--- src/rtl/alu_seq_pkg.sv ---
// Shared types for alu_seq_unit.
//   opcode_e : operation select codes (3 bits, 7 legal codes + ILLEGAL)
//   state_e  : control FSM states
package alu_seq_pkg;

    typedef enum logic [2:0] {
        OP_ADD     = 3'b000,
        OP_SUB     = 3'b001,
        OP_MUL     = 3'b010,
        OP_AND     = 3'b011,
        OP_OR      = 3'b100,
        OP_XOR     = 3'b101,
        OP_MAC     = 3'b110,
        OP_ILLEGAL = 3'b111
    } opcode_e;

    typedef enum logic [1:0] {
        ST_IDLE = 2'd0,
        ST_CALC = 2'd1,
        ST_DONE = 2'd2
    } state_e;

endpackage

--- src/rtl/alu_seq_unit_mul_shift_add.sv ---
// Iterative shift-add multiplier, one multiplier bit per cycle.
//   clk, rst  : clock, async active-high reset
//   start     : load a, b, addend and begin a W-cycle multiply
//   a, b      : W-bit unsigned operands
//   addend    : W-bit term added in the final cycle (0 for plain MUL)
//   done      : high during the final busy cycle; product is valid after that edge
//   product   : 2W-bit result, (a*b + addend) mod 2^(2W), held until next start
module mul_shift_add #(
    parameter int W = 8
) (
    input  logic           clk,
    input  logic           rst,
    input  logic           start,
    input  logic [W-1:0]   a,
    input  logic [W-1:0]   b,
    input  logic [W-1:0]   addend,
    output logic           done,
    output logic [2*W-1:0] product
);

    logic [2*W-1:0] mcand;
    logic [2*W-1:0] acc;
    logic [2*W-1:0] step;
    logic [W-1:0]   mplier;
    logic [W-1:0]   addend_q;
    logic [W-1:0]   cnt;
    logic           busy;

    assign done    = busy && (cnt == W'(W - 1));
    assign product = acc;
    assign step    = acc + (mplier[0] ? mcand : '0);

    always_ff @(posedge clk or posedge rst) begin
        if (rst) begin
            mcand    <= '0;
            acc      <= '0;
            mplier   <= '0;
            addend_q <= '0;
            cnt      <= '0;
            busy     <= 1'b0;
        end else if (start) begin
            mcand    <= {{W{1'b0}}, a};
            mplier   <= b;
            addend_q <= addend;
            acc      <= '0;
            cnt      <= '0;
            busy     <= 1'b1;
        end else if (busy) begin
            // Accumulate term folds into the last partial-product add, so MAC costs no extra cycle.
            acc    <= done ? step + {{W{1'b0}}, addend_q} : step;
            mcand  <= mcand << 1;
            mplier <= mplier >> 1;
            cnt    <= cnt + 1'b1;
            if (done) busy <= 1'b0;
        end
    end

endmodule

--- src/rtl/alu_seq_unit.sv ---
// Sequential ALU with valid/ready handshakes on both sides.
//   clk, rst             : clock, async active-high reset
//   in_valid / in_ready  : request handshake; a, b, c, s captured on acceptance
//   a, b, c              : W-bit unsigned operands (c is the MAC accumulate term)
//   s                    : operation select (alu_seq_pkg::opcode_e)
//   out_valid / out_ready: result handshake
//   z                    : 2W-bit result
//   err                  : result came from the illegal select code
// Single-cycle ops go IDLE->DONE; MUL/MAC spend W cycles in CALC.
module alu_seq_unit
    import alu_seq_pkg::*;
#(
    parameter int W = 8
) (
    input  logic           clk,
    input  logic           rst,
    input  logic           in_valid,
    output logic           in_ready,
    input  logic [W-1:0]   a,
    input  logic [W-1:0]   b,
    input  logic [W-1:0]   c,
    input  logic [2:0]     s,
    output logic           out_valid,
    input  logic           out_ready,
    output logic [2*W-1:0] z,
    output logic           err
);

    state_e         state;
    opcode_e        op_q;
    logic [W-1:0]   a_q;
    logic [W-1:0]   b_q;
    logic [2*W-1:0] z_hold;
    logic           err_hold;
    logic [2*W-1:0] res;
    logic           res_err;
    logic [2*W-1:0] product;
    logic           mul_done;
    logic           accept;
    logic           is_mul;

    assign accept = in_valid && (state == ST_IDLE);
    assign is_mul = (s == OP_MUL) || (s == OP_MAC);

    mul_shift_add #(.W(W)) u_mul (
        .clk     (clk),
        .rst     (rst),
        .start   (accept && is_mul),
        .a       (a),
        .b       (b),
        .addend  ((s == OP_MAC) ? c : '0),
        .done    (mul_done),
        .product (product)
    );

    // Single-cycle results from the registered operands; upper W bits of
    // logic ops are zero because the operands are zero-extended.
    always_comb begin
        res     = '0;
        res_err = 1'b0;
        case (op_q)
            OP_ADD:  res = {{W{1'b0}}, a_q} + {{W{1'b0}}, b_q};
            OP_SUB:  res = {{W{1'b0}}, a_q} - {{W{1'b0}}, b_q};
            OP_AND:  res = {{W{1'b0}}, a_q & b_q};
            OP_OR:   res = {{W{1'b0}}, a_q | b_q};
            OP_XOR:  res = {{W{1'b0}}, a_q ^ b_q};
            OP_MUL,
            OP_MAC:  res = product;
            default: res_err = 1'b1;
        endcase
    end

    // Outside DONE the outputs show the last presented result, so starting a
    // new request never disturbs z/err before its own result is ready.
    assign in_ready  = (state == ST_IDLE);
    assign out_valid = (state == ST_DONE);
    assign z         = (state == ST_DONE) ? res     : z_hold;
    assign err       = (state == ST_DONE) ? res_err : err_hold;

    always_ff @(posedge clk or posedge rst) begin
        if (rst) begin
            state    <= ST_IDLE;
            op_q     <= OP_ADD;
            a_q      <= '0;
            b_q      <= '0;
            z_hold   <= '0;
            err_hold <= 1'b0;
        end else begin
            case (state)
                ST_IDLE: if (in_valid) begin
                    op_q  <= opcode_e'(s);
                    a_q   <= a;
                    b_q   <= b;
                    state <= is_mul ? ST_CALC : ST_DONE;
                end
                ST_CALC: if (mul_done) state <= ST_DONE;
                ST_DONE: if (out_ready) begin
                    z_hold   <= res;
                    err_hold <= res_err;
                    state    <= ST_IDLE;
                end
                default: state <= ST_IDLE;
            endcase
        end
    end

endmodule

--- config.mk ---
export PLATFORM = sky130hd
export DESIGN_NAME = alu_seq_unit
export DESIGN_NICKNAME = d
export VERILOG_FILES = /design/src/rtl/alu_seq_pkg.sv /design/src/rtl/alu_seq_unit_mul_shift_add.sv /design/src/rtl/alu_seq_unit.sv
export SDC_FILE = /design/constraint.sdc
export NUM_CORES = 1
export LEC_CHECK = 0
export CORE_UTILIZATION = 60
export DETAILED_ROUTE_END_ITERATION = 7
export PLACE_DENSITY = 0.82
export SLEW_MARGIN = 20
export SYNTH_ARGS = -nofsm -noshare
export SYNTH_HDL_FRONTEND = slang
export SYNTH_SLANG_ARGS = --single-unit
--- constraint.sdc ---
create_clock -name clk -period 4.2 [get_ports clk]
set_input_delay 0.63 -clock clk [delete_from_list [all_inputs] [get_ports clk]]
set_output_delay 0.63 -clock clk [all_outputs]
set_load 0.005 [all_outputs]
==> flow_summary.yaml <==
power:
  p_per_area_nw_per_um2: 828
  p_comb_share_pct: 61.0
  pwr-share-seq_pct: 28.7
  p_sw_mw: 2.86
  ir_drop_uv: 374
  p_leak_nw: 3.35
  pwr-share-clk_pct: 10.3
  sw_frac_of_total_pct: 47.2
  intPower_mw: 3.20
final_layout:
  antenna_cells: 0
  final_cells: 924
  fin_util_pct: 70.2
  drive_above_1_share_pct: 6.47
  nets: 869
  final_cell_area_um2: 7310
  syn2layout_area_growth_pct: 12.1
routing:
  wl_met1_um: 6960
  antenna_left: 0
  viasPerCell: 5.96
  vias: 5503
  dr.first_iter.drc_count: 325
  finalWirelength_um: 15600
  drt_first_pass_iters: 7
  detailroute.wirelength.met3_um: 784
  dr.max_layer_used: "met4"
  wl_met2_um: 7430
  drcViolationCount: 0
  detail_route.wl_per_cell_um: 16.8
global_route:
  grt_max_degree: 68
  antenna_found_initial: 0
  grt_first_pass_wirelength_um: 26100
  grt_use_total_pct: 29.6
  grt_pass1_vias: 5344
  overflow: 0
placed_design:
  portBuffers: 49
  hpwl_um: 11400
  dp_cells: 907
  routabilityCongestion: 0.908
  placed_cell_area_um2: 7080
synth:
  synth_common_cells: "109 x nand2_1, 100 x o21ai_0, 95 x dfrtp_1, 51 x nor2_1, 50 x ha_1"
  synth_top_area_cell: "dfrtp_1"
  synth_top_area_share_pct: 36.5
  synth_most_common_cell: "nand2_1"
  synth_edf_count: 0
  synth.distinct_cells: 62
  synth.top_cells.by_area: "dfrtp_1 36%, ha_1 9.6%, o21ai_0 7.7%"
  synthFlopType: "dfrtp_1"
  ys_seq_area_share_pct: 36.5
  synth_seq_cells: 95
  synthArstFlopShare_pct: 100
  synth_area_per_cell_um2: 8.68
  syn_inst: 751
  syn_area_um2: 6520
  ys_warn_count: 0
  syn_nets: 836
sta:
  max_freq_ghz: 0.246
  worstMarginPinSlew_ns: 0.969
  hold_viol: 0
  min_period_over_period_pct: 96.9
  maxSlewHeadroom_pct: 35.4
  hold_ws_ns: 0.483
  skew_ns: 0.0131
  final_max_slew_viol_count: 0
  setup_viol: 0
  period_needed_ns: 4.07
clocking:
  cts_made_buffers: 9
  clk_pin_slew_ns: 0.09
  clk_latency_ns: 0.39
  cts_tree: "done"
  h-tree-depth: 3
  cts.root.buffer_cell: "clkbuf_8"
  cts_buffer_depth: 2
  clock-sinks: 95
setup_path:
  cp_data_required_time_ns: 3.57
  regToRegSetupSlack_ns: 0.43
  startpoint: "a_q[1]"
  endpoint: "z[5]"
  cpMostUsedCell: "a21o_1"
  path_cells: "inv_1, ha_1, a21o_1, a21oi_1, o21bai_1, a21o_1, a221o_1, a222oi_1, buf_4, o21ai_0, clkdlybuf4s50_1"
  reg2reg_depth: 17
  rr_startpoint: "u_mul.mplier[0]"
  slowest_stage: "clkdlybuf4s50_1"
  worstPathArrival_ns: 3.44
  worstReg2RegEnd: "u_mul.product[11]"
  crit_type: "reg -> out"
  slowest_delay_ns: 0.49
  cp_max_fo: 4
  start_kind: "flop"
  cp-end-kind: "output port"
die:
  die-area_um2: 11300
  dieWidth_um: 106
  ios: 50
  rows: 37
  die_h_um: 106
  core_area_um2: 10400
  initial_utilization_pct: 62.6
worst_hold_path:
  min-delay-start: "z_hold[1]"
  min_path_type: "reg -> reg"
run:
  cap_violations: 0
run_status:
  outcome: "finished, final reports clean"
[what timing repair did]
item / CTS / global route
hold buffers: 0 / 0
endpoints found under the setup margin: 0 / 13
resized for setup: 0 / 20
setup buffers: 0 / 2
hold endpoints to repair: 0 / 0
[critical path: cells and delay by family (launching register included)]
kind | cells | cell delay (ns)
buf+inv | 3 | 0.83
flops | 1 | 0.45
compound gates | 7 | 1.49
fa+ha+maj | 1 | 0.29
[cells in the final DEF (no fill, tap or decap), types with 3 or more instances in the layout]
cell             netlist  final
nand2_1              109    109
dfrtp_1               95     92
o21ai_0              100     91
nor2_1                51     51
ha_1                  50     50
a21oi_1               48     47
clkdlybuf4s50_1        0     46
inv_1                 42     39
mux2i_1               37     37
xnor2_1               24     24
nand3_1               20     20
and2_1                16     16
a211oi_1              12     11
xor2_1                10     10
o21ai_1                1     10
a21o_1                 9      9
clkbuf_8               3      9
nand2b_1               8      8
nor2b_1                7      7
buf_4                  0      7
nor3_1                 6      6
a31oi_1                5      5
o211ai_1               5      5
o21bai_1               4      4
a211oi_2               2      3
o221ai_1               3      3
o22ai_1                3      3
a221o_1                3      3
fa_1                   4      3
dfrtp_2                0      3
dlymetal6s2s_1         0      3
[sequential cells by signal (all words and copies together), names as in the netlist]
name and count:
u_mul.mcand 16, u_mul.product 16, z_hold 16, a_q 8, b_q 8, u_mul.addend_q 8
u_mul.cnt 8, u_mul.mplier 8, op_q 3, state 2, err_hold 1, u_mul.busy 1
[through the flow]
stage,power [mW],TNS [ns],setup WS [ns]
floorplan,4.27,0,0.947
global placement,5.13,0,0.489
detailed placement,5.28,0,0.357
CTS,5.93,0,0.0185
global route,6.59,-0.164,-0.108
finish,6.05,0,0.132
[logic make-up after synthesis]
| family | after synthesis | synth area share (%) |
|---|---|---|
| adder cells (fa/ha/maj) | 54 | 10.8 |
| AO/OA/AOI/OAI | 213 | 20.0 |
| AND/OR/NAND/NOR | 239 | 17.0 |
| buffers and inverters | 77 | 5.03 |
| multiplexers | 38 | 5.85 |
| XOR/XNOR | 35 | 4.82 |
| flip-flops | 95 | 36.5 |
[power groups by stage]
stage / Clock, mW / Sequential (mW) / Combinational, mW
floorplan: 0 / 1.53 / 2.74
global placement: 0 / 1.72 / 3.41
detailed placement: 0 / 1.73 / 3.54
CTS: 0.640 / 1.72 / 3.57
global route: 0.668 / 1.79 / 4.14
finish: 0.623 / 1.74 / 3.69
[how the worst min path moves through the flow]
| stage | to | cells past startpoint |
|---|---|---|
| floorplan | u_mul.addend_q[0] | 2 |
| global placement | z_hold[3] | 2 |
| detailed placement | u_mul.addend_q[0] | 2 |
| CTS | z_hold[1] | 2 |
| global route | u_mul.addend_q[3] | 2 |
| finish | z_hold[1] | 2 |
[layout make-up]
type | instances | area, um2
flip-flops and latches | 95 | 2380
well taps | 136 | 170
repair buffers | 57 | 571
clock inverters | 6 | 68.8
fillers | 819 | 3100
multi-input cells | 579 | 3840
clock buffers | 9 | 124
inverters | 42 | 160
[layer usage]
metal | vias up | track usage (%)
met4 | 0 | 12.4
met2 | 179 | 47.2
met1 | 2628 | 40.1
met3 | 28 | 4.66
met5 | - | 0
li1 | 2668 | -
No activity file was read; power rests on OpenSTA's default activity.
